### src/rtl/ws2812b_frame_sequencer_if.sv
// ws2812b_frame_sequencer_if: pixel valid/ready handshake toward the WS2812B serializer.
interface ws2812b_frame_sequencer_if;
    logic [23:0] px_data;
    logic        px_valid;
    logic        px_latch;
    logic        px_ready;
    modport master (output px_data, px_valid, px_latch, input px_ready);
    modport slave  (input px_data, px_valid, px_latch, output px_ready);
endinterface

### src/rtl/ws2812b_frame_sequencer.sv
// ws2812b_frame_sequencer: fetches, brightness-scales and issues a frame of pixels, optionally auto-repeating.
module ws2812b_frame_sequencer #(
    parameter int DEPTH = 16,
    parameter int AW    = 4
) (
    input  logic                             clk,
    input  logic                             reset,
    input  logic                             buf_we,
    input  logic [AW-1:0]                    buf_addr,
    input  logic [23:0]                      buf_wdata,
    input  logic                             start,
    input  logic [AW-1:0]                    len,
    input  logic [7:0]                       brightness,
    input  logic [19:0]                      refresh_period,
    input  logic                             stop,
    ws2812b_frame_sequencer_if.master        px,
    output logic                             busy,
    output logic                             frame_done
);
    typedef enum logic [2:0] {IDLE, FETCH, SCALE, ISSUE, GAP} state_t;
    state_t        state, state_nxt;
    logic [23:0]   mem [DEPTH];
    logic [23:0]   rd_data;
    logic [AW-1:0] rptr, len_q;
    logic [7:0]    bright_q;
    logic [19:0]   period_q, gap_cnt;
    logic          armed, stop_pending;

    function automatic logic [7:0] scale(input logic [7:0] c, input logic [7:0] b);
        logic [16:0] p;
        p = {9'd0, c} * {8'd0, {1'b0, b} + 9'd1};
        return p[15:8];
    endfunction

    always_ff @(posedge clk) state <= reset ? IDLE : state_nxt;

    always_comb begin
        state_nxt = state;
        case (state)
            IDLE:    state_nxt = start ? FETCH : IDLE;
            FETCH:   state_nxt = SCALE;
            SCALE:   state_nxt = ISSUE;
            ISSUE:   state_nxt = !px.px_valid ? ISSUE :
                                 !px.px_latch ? FETCH :
                                 (period_q != '0 && !stop_pending && !stop) ? GAP : IDLE;
            GAP:     state_nxt = stop ? IDLE : (gap_cnt == '0) ? FETCH : GAP;
            default: state_nxt = IDLE;
        endcase
    end

    always_comb begin
        px.px_valid = (state == ISSUE) && px.px_ready && armed;
        px.px_latch = px.px_valid && (rptr == len_q);
        busy        = state != IDLE;
    end

    // No reset on the buffer; a write at rptr during FETCH lands after the read.
    always_ff @(posedge clk) if (buf_we) mem[buf_addr] <= buf_wdata;

    always_ff @(posedge clk) begin
        if (reset) begin
            armed        <= 1'b1;
            stop_pending <= 1'b0;
            frame_done   <= 1'b0;
            px.px_data   <= '0;
            rd_data      <= '0;
            rptr         <= '0;
            len_q        <= '0;
            bright_q     <= '0;
            period_q     <= '0;
            gap_cnt      <= '0;
        end else begin
            frame_done <= px.px_latch;
            if (!px.px_ready) armed <= 1'b1;
            else if (px.px_valid) armed <= 1'b0;
            if (stop && state != IDLE && state != GAP) stop_pending <= 1'b1;
            if (state == IDLE && start) begin
                len_q        <= len;
                bright_q     <= brightness;
                period_q     <= refresh_period;
                rptr         <= '0;
                stop_pending <= 1'b0;
            end
            if (state == FETCH) rd_data <= mem[rptr];
            if (state == SCALE)
                px.px_data <= {scale(rd_data[23:16], bright_q), scale(rd_data[15:8], bright_q),
                               scale(rd_data[7:0], bright_q)};
            if (px.px_valid && !px.px_latch) rptr <= rptr + AW'(1);
            if (px.px_latch) gap_cnt <= period_q;
            else if (state == GAP) gap_cnt <= gap_cnt - 20'd1;
            // Each repeat picks up the current brightness setting.
            if (state == GAP && gap_cnt == '0) begin
                bright_q <= brightness;
                rptr     <= '0;
            end
        end
    end
endmodule
### src/flat_wrapper.sv
// flat-port wrapper written by rule: the top's interface ports become plain ports
module ws2812b_frame_sequencer_flat 
#(
    parameter int DEPTH = 16,
    parameter int AW    = 4
)
  (clk, reset, buf_we, buf_addr, buf_wdata, start, len, brightness, refresh_period, stop, busy, frame_done, px_px_data, px_px_valid, px_px_latch, px_px_ready);
  ws2812b_frame_sequencer_if px_i ();
  input  logic clk;
  input  logic reset;
  input  logic buf_we;
  input  logic [AW-1:0] buf_addr;
  input  logic [23:0] buf_wdata;
  input  logic start;
  input  logic [AW-1:0] len;
  input  logic [7:0] brightness;
  input  logic [19:0] refresh_period;
  input  logic stop;
  output logic busy;
  output logic frame_done;
  output wire logic [$bits(px_i.px_data)-1:0] px_px_data;
  output wire logic [$bits(px_i.px_valid)-1:0] px_px_valid;
  output wire logic [$bits(px_i.px_latch)-1:0] px_px_latch;
  input wire logic [$bits(px_i.px_ready)-1:0] px_px_ready;
  assign px_px_data = px_i.px_data;
  assign px_px_valid = px_i.px_valid;
  assign px_px_latch = px_i.px_latch;
  assign px_i.px_ready = px_px_ready;
  ws2812b_frame_sequencer #(.DEPTH(DEPTH), .AW(AW)) u_core (.clk(clk), .reset(reset), .buf_we(buf_we), .buf_addr(buf_addr), .buf_wdata(buf_wdata), .start(start), .len(len), .brightness(brightness), .refresh_period(refresh_period), .stop(stop), .px(px_i), .busy(busy), .frame_done(frame_done));
endmodule
### config.mk
export PLATFORM = sky130hd
export DESIGN_NAME = ws2812b_frame_sequencer_flat
export DESIGN_NICKNAME = d
export VERILOG_FILES = /design/src/rtl/ws2812b_frame_sequencer_if.sv /design/src/rtl/ws2812b_frame_sequencer.sv /design/src/flat_wrapper.sv
export SDC_FILE = /design/constraint.sdc
export NUM_CORES = 1
export LEC_CHECK = 0
export CORE_MARGIN = 2
export CORE_UTILIZATION = 34
export CTS_CLUSTER_SIZE = 40
export DETAILED_ROUTE_END_ITERATION = 8
export PLACE_DENSITY_LB_ADDON = 0.05
export SETUP_SLACK_MARGIN = 0.02
export SLEW_MARGIN = 20
export SYNTH_ARGS = -nofsm -noshare
export SYNTH_HDL_FRONTEND = slang
export SYNTH_SLANG_ARGS = --single-unit
### constraint.sdc
create_clock -name clk -period 14.33 [get_ports clk]
set_input_delay 2.866 -clock clk [delete_from_list [all_inputs] [get_ports clk]]
set_output_delay 2.866 -clock clk [all_outputs]
set_load 0.005 [all_outputs]
; Yosys cells after proc, flatten, opt, wreduce, memory -nomap -nowiden
; Memory sizes are Yosys's and may differ from the RTL's. A register that Yosys moved wholly into a read port is not among the register bits.
; Index checks and enable logic that the tools add are counted.
[op_classes]
addsub = 3
reduce_logical = 23
shift = 0
n_lt_le_gt_ge = 0
mul = 3
n_mux = 15
div_mod_pow = 0
n_bitwise = 1
eq_ne = 6
[ops]
columns = operator, n
row1 = multiplier 8 x 9 -> 16 bit, 3
row2 = 2-to-1 mux 20 bit, 2
row3 = zero test 20 bit, 1
row4 = nonzero test 20 bit, 1
row5 = "subtractor 20 x 1 -> 20 bit, second input constant", 1
row6 = 2-to-1 mux 8 bit, 2
row7 = 2-to-1 mux 3 bit, 5
row8 = one-hot mux 3 bit (5 select lines), 1
row9 = logical AND 1 bit, 10
row10 = "adder 8 x 1 -> 9 bit, second input constant", 1
row11 = 2-to-1 mux 4 bit, 2
row12 = "== test 3 x 2 -> 1 bit, second input constant", 2
row13 = nonzero test 2 bit, 3
row14 = OR reduction 2 bit, 3
row15 = "adder 4 x 1 -> 4 bit, second input constant", 1
row16 = == test 4 bit, 1
row17 = "== test 3 x 1 -> 1 bit, second input constant", 1
row18 = "== test 3 bit, second input constant", 1
row19 = zero test 1 bit, 3
row20 = zero test 3 bit, 1
row21 = 2-to-1 mux 1 bit, 3
row22 = "inequality test 3 bit, second input constant", 1
row23 = nonzero test 3 bit, 1
row24 = NOT 1 bit, 1
[word_totals]
word_cells = 62
mem_bits_rw = 384
reg_bits = 86
latch_bits = 0
mem_count = 1
output_inout_bits = 28
rom_bits = 0
[memory_table]
columns = name, words, word_bits, read_ports, rd_clocked_by_memory_dff, wr, line_no
row1 = u_core.mem, 16, 24, 1, 1, 1, ws2812b_frame_sequencer.sv:22  ; logic [23:0] mem [DEPTH];

; Longest topological paths before layout
[logic_depth]
word_depth = 7
mapped_depth = 21

; Least setup slack after synthesis
; OpenSTA, ideal clock, no wires.
[synth_path]
path_type = input port to output port
start = in px_px_ready
end = out px_px_latch
slack_ns = 7.648
cell_stages = 5
path_buffers = 2
t_arrival_ns = 3.816
cell_sequence = nand3_1 or2_2 clkbuf_1 clkinv_1 clkbuf_1
[synth_between]
elab_chain_cells = 3
[synth_lines]
columns = item, line_no
row1 = from (decl), flat_wrapper.sv:24  ; input wire logic [$bits(px_i.px_ready)-1:0] px_px_ready;
row2 = logical AND 1 bit (2 in a row), ws2812b_frame_sequencer.sv:52  ; px.px_valid = (state == ISSUE) && px.px_ready && armed;
row3 = logical AND 1 bit, ws2812b_frame_sequencer.sv:53  ; px.px_latch = px.px_valid && (rptr == len_q);
row4 = to (decl), flat_wrapper.sv:23  ; output wire logic [$bits(px_i.px_latch)-1:0] px_px_latch;
; No other way between the ends.

; Worst setup path after layout
; Ends and elaborated chain as after synthesis.

==> results_tabular.tex <==
\begin{tabular}{lr}
\hline
Metric & Value \\
\hline
\multicolumn{2}{l}{\textbf{Status}} \\
\quad Result of the run & finished clean \\
\multicolumn{2}{l}{\textbf{Setup path}} \\
\quad Worst path bufs/invs & 3 \\
\quad CP endpoint kind & output port \\
\quad Stage delay of the slowest cell on the critical path & 0.61 ns \\
\quad Cell type group with the largest total delay on the critical path & buffers and inverters \\
\quad Path type of the worst setup path & primary input to output port \\
\quad Worst path arrival time & 5.07 ns \\
\quad Crit. path cell count & 5 \\
\quad Startpoint of the worst-slack reg-to-reg timing path & u\_core.bright\_q[4]\$\_SDFFE\_PP0P\_ \\
\quad Type of origin of the critical path & primary input \\
\quad Launch point of the worst path & px\_px\_ready \\
\quad Worst-case reg-to-reg path depth & 18 \\
\quad Critical path's slowest cell & sky130\_fd\_sc\_hd\_\_clkdlybuf4s50\_1 \\
\quad Endpoint required time on the critical path & 11.46 ns \\
\quad Critical path fanouts, max & 25 \\
\quad Critical path cell sequence & clkdlybuf4s50\_1, nand3\_1, or2\_2, clkinv\_1, clkdlybuf4s50\_1 \\
\quad Cell repeated most along the worst path & sky130\_fd\_sc\_hd\_\_clkdlybuf4s50\_1 \\
\multicolumn{2}{l}{\textbf{Clock network}} \\
\quad Post-cts repair resize count & 0 \\
\quad Root buffer cell & sky130\_fd\_sc\_hd\_\_clkbuf\_16 \\
\quad H-tree level count & 2 \\
\quad CTS clk-pin slew, worst paths & 0.06 ns \\
\quad Total CTS buffers & 55 \\
\quad Number of hold buffers added after CTS & 0 \\
\quad Setup Fix Bufs, Post-CTS & 0 \\
\quad TritonCTS Sinks & 494 \\
\quad Clock latency at the later pin of the worst-skew pair & 0.63 ns \\
\quad Maximum count of clock buffers along a single path & 3 \\
\quad Clock tree from TritonCTS & built \\
\multicolumn{2}{l}{\textbf{GRT}} \\
\quad Global routing usage on met1 & 0.227 \\
\quad Global-route wire length before repair & 100,000 um \\
\quad Met3 usage in global routing & 0.0223 \\
\quad Layer with the highest usage after global routing & met2 \\
\quad M2 GR Usage & 0.299 \\
\quad Pin count of the biggest net entering global routing & 67 \\
\quad Number of global-route vias before repair & 15,821 \\
\quad Antenna violations before repair & 2 \\
\quad Tot GR Track Use & 0.172 \\
\quad Overall overflow remaining after global route & 0 \\
\multicolumn{2}{l}{\textbf{Timing}} \\
\quad Number of pins exceeding their max-slew limit in the final report & 0 \\
\quad Post-route clock period utilization & 0.554 \\
\quad Final worst path period need & 7.94 ns \\
\quad Final count of hold timing violations & 0 \\
\quad Transition time at the pin with the least slew margin & 1.01 ns \\
\quad Setup TNS after final layout & 0 ns \\
\quad Worst slew margin & 0.325 \\
\quad Maximum clock frequency & 126 MHz \\
\quad Setup clock skew after layout & 0.0470 ns \\
\quad Unrepaired setup endpoints after global routing & false \\
\quad Setup violations, final & 0 \\
\multicolumn{2}{l}{\textbf{Yosys}} \\
\quad Top post-synthesis cells by area & sky130\_fd\_sc\_hd\_\_edfxtp\_1 46\%, sky130\_fd\_sc\_hd\_\_mux4\_2 11\%, sky130\_fd\_sc\_hd\_\_fa\_1 9.5\% \\
\quad Most used DFF post-synth & sky130\_fd\_sc\_hd\_\_edfxtp\_1 \\
\quad Synthesized netlist cell count & 1,828 \\
\quad Number of flops mapped to enable cells by yosys & 384 \\
\quad Proportion of synthesized chip area in sequential cells & 0.544 \\
\quad Synth unique cells & 62 \\
\quad Yosys reg bits & 494 \\
\quad Library cell with the largest summed area after synthesis & sky130\_fd\_sc\_hd\_\_edfxtp\_1 \\
\quad Cell area after synthesis & 25,300 um\^{}2 \\
\quad Share of flip-flops with an asynchronous set or reset & 0 \\
\quad Top-area cell type share of the netlist area & 0.457 \\
\quad Average cell area after synthesis & 13.8 um\^{}2 \\
\quad Net count of the mapped netlist & 2,113 \\
\quad Yosys synthesis warning count & 0 \\
\multicolumn{2}{l}{\textbf{Place}} \\
\quad Count of buffers from port buffering & 93 \\
\quad Half-perimeter wire length of the detailed placement result & 40,600 um \\
\quad Placer's final routability congestion estimate & 0.760 \\
\quad Cell area after placement & 27,500 um\^{}2 \\
\quad Number of placed cells counting well taps & 2,826 \\
\multicolumn{2}{l}{\textbf{Cells and area}} \\
\quad Final instance area & 29,100 um\^{}2 \\
\quad Proportion of layout cells with a drive suffix above 1 & 0.137 \\
\quad Layout Nets & 2,209 \\
\quad Antenna diode count & 0 \\
\quad Cell Count, Final, Fillers Out & 2,926 \\
\quad Most frequent cells in the layout & 384 x sky130\_fd\_sc\_hd\_\_edfxtp\_1, 179 x sky130\_fd\_sc\_hd\_\_nand2\_1, 156 x sky130\_fd\_sc\_hd\_\_inv\_1 \\
\quad Layout area overhead & 15.4\% \\
\quad Number of fillers in the final layout & 6,916 \\
\quad Most common cell after layout, fill and taps aside & sky130\_fd\_sc\_hd\_\_edfxtp\_1 \\
\quad Post-layout utilization of the core & 0.398 \\
\multicolumn{2}{l}{\textbf{Power and ir drop}} \\
\quad Power per Cell Area & 108 nW/um\^{}2 \\
\quad Leakage component of the power & 0.0106 uW \\
\quad Peak supply drop & 0.0916 mV \\
\multicolumn{2}{l}{\textbf{Routing}} \\
\quad DRC violation count after routing & 0 \\
\quad DRC marker count from the first detailed-route iteration & 811 \\
\quad Detailed-route vias per instance & 5.03 \\
\quad Number of optimization iterations in the first detailed-route pass & 5 \\
\quad WL final & 64,500 um \\
\quad Number of nets with antenna violations after detailed routing & 0 \\
\quad Via count & 14,717 \\
\quad Detail-routed net length per standard cell & 22.0 um \\
\multicolumn{2}{l}{\textbf{Floorplanning}} \\
\quad Area of the core & 73,200 um\^{}2 \\
\quad Die boundary width & 277 um \\
\quad Starting Density & 0.345 \\
\quad Die Footprint & 76,500 um\^{}2 \\
\quad Chip height & 277 um \\
\quad Io pins & 94 \\
\quad FP Rows & 99 \\
\multicolumn{2}{l}{\textbf{Worst hold path}} \\
\quad Min-delay src & u\_core.px.px\_data[10]\$\_SDFFE\_PP0N\_ \\
\quad Type of the worst min-delay path & flip-flop to flip-flop \\
\quad Instance count along the most critical hold path & 2 \\
\multicolumn{2}{l}{\textbf{Run}} \\
\quad Number of maximum-capacitance violations & 0 \\
\hline
\end{tabular}
## cells by family (layout without fill, tap and decap cells)
logic type                 Yosys count  count (layout)  share of synthesized area
and+or+nand+nor                    531             531                      0.110
buffers and inverters              245             384                     0.0366
muxes                              128             128                      0.110
adders and majority gates          219             219                      0.144
DFF                                494             494                      0.544
xor gates and xnor gates            39              39                     0.0135
AOI/OAI and AO/OA                  172             172                     0.0424
## tightest hold or removal path: cells and delay by family, from the launching register on
| family | cells | cell delay [ns] |
|---|---|---|
| flops | 1 | 0.31 |
| compound gates | 1 | 0.05 |
| simple gates | 1 | 0.05 |
## per-stage QoR
stage                     setup slack [ns]  power (uW)  hold slack (ns)
after floorplan                       7.65        1740            0.445
after global placement                6.39        1840            0.442
after detailed placement              6.38        1850            0.452
after CTS                             6.37        3190            0.459
after global routing                  6.18        3260            0.482
final                                 6.39        3130            0.455
## layout make-up
type | instances | area (um^2) | area share
Sequential cell | 494 | 13700 | 0.472
Multi-Input combinational cell | 1089 | 10700 | 0.369
Clock buffer | 75 | 1520 | 0.0520
Tap cell | 959 | 1200 | 0.0412
Timing Repair Buffer | 127 | 1180 | 0.0406
Inverter | 157 | 589 | 0.0202
Clock inverter | 25 | 173 | 0.00592
## path summary, 6_finish.rpt
kind	end	slack, ns
worst max-delay path	px_px_latch	6.39
worst min-delay path	u_core.px.px_data[10]$_SDFFE_PP0N_	0.45
worst max register to register	u_core.px.px_data[23]$_SDFFE_PP0N_	8.44
worst min register to register	u_core.px.px_data[10]$_SDFFE_PP0N_	0.45
## synthesized netlist by cell type (12+ instances only)
library cell                 n
sky130_fd_sc_hd__dfxtp_1   110
sky130_fd_sc_hd__nor2b_1    37
sky130_fd_sc_hd__nand3_1    28
sky130_fd_sc_hd__nor2_1     51
sky130_fd_sc_hd__mux4_2    120
sky130_fd_sc_hd__o21ai_0    13
sky130_fd_sc_hd__fa_1      120
sky130_fd_sc_hd__nor4_1     12
sky130_fd_sc_hd__edfxtp_1  384
sky130_fd_sc_hd__nand2_1   179
sky130_fd_sc_hd__buf_1      16
sky130_fd_sc_hd__ha_1       99
sky130_fd_sc_hd__xnor2_1    29
sky130_fd_sc_hd__nor3_1     18
sky130_fd_sc_hd__a21oi_1    89
sky130_fd_sc_hd__inv_1     156
sky130_fd_sc_hd__and2_1    129
sky130_fd_sc_hd__nand2b_1   14
sky130_fd_sc_hd__clkbuf_1   69
## registers in the layout (all words and copies together) (netlist names)
signal	cells
u_core.rptr	4
u_core.len_q	4
u_core.frame_done	1
u_core.bright_q	8
u_core.stop_pending	1
u_core.armed	1
u_core.rd_data	24
u_core.px.px_data	24
u_core.mem	384
u_core.gap_cnt	20
u_core.period_q	20
u_core.state	3
## layer usage
metal  wire, um  part of all wire
met1      28900              0.45
met2      32200              0.50
met3       2080             0.032
met4       1310             0.020
met5         30           0.00047
## report_power, final
| part | internal, uW | switching (uW) | total (uW) | leakage [uW] |
|---|---|---|---|---|
| Sequential | 1580 | 28.4 | 1610 | 0.00437 |
| Clock | 742 | 582 | 1320 | 0.000812 |
| Combinational | 77.5 | 125 | 203 | 0.00542 |
Power figures use the tool's default switching activity.
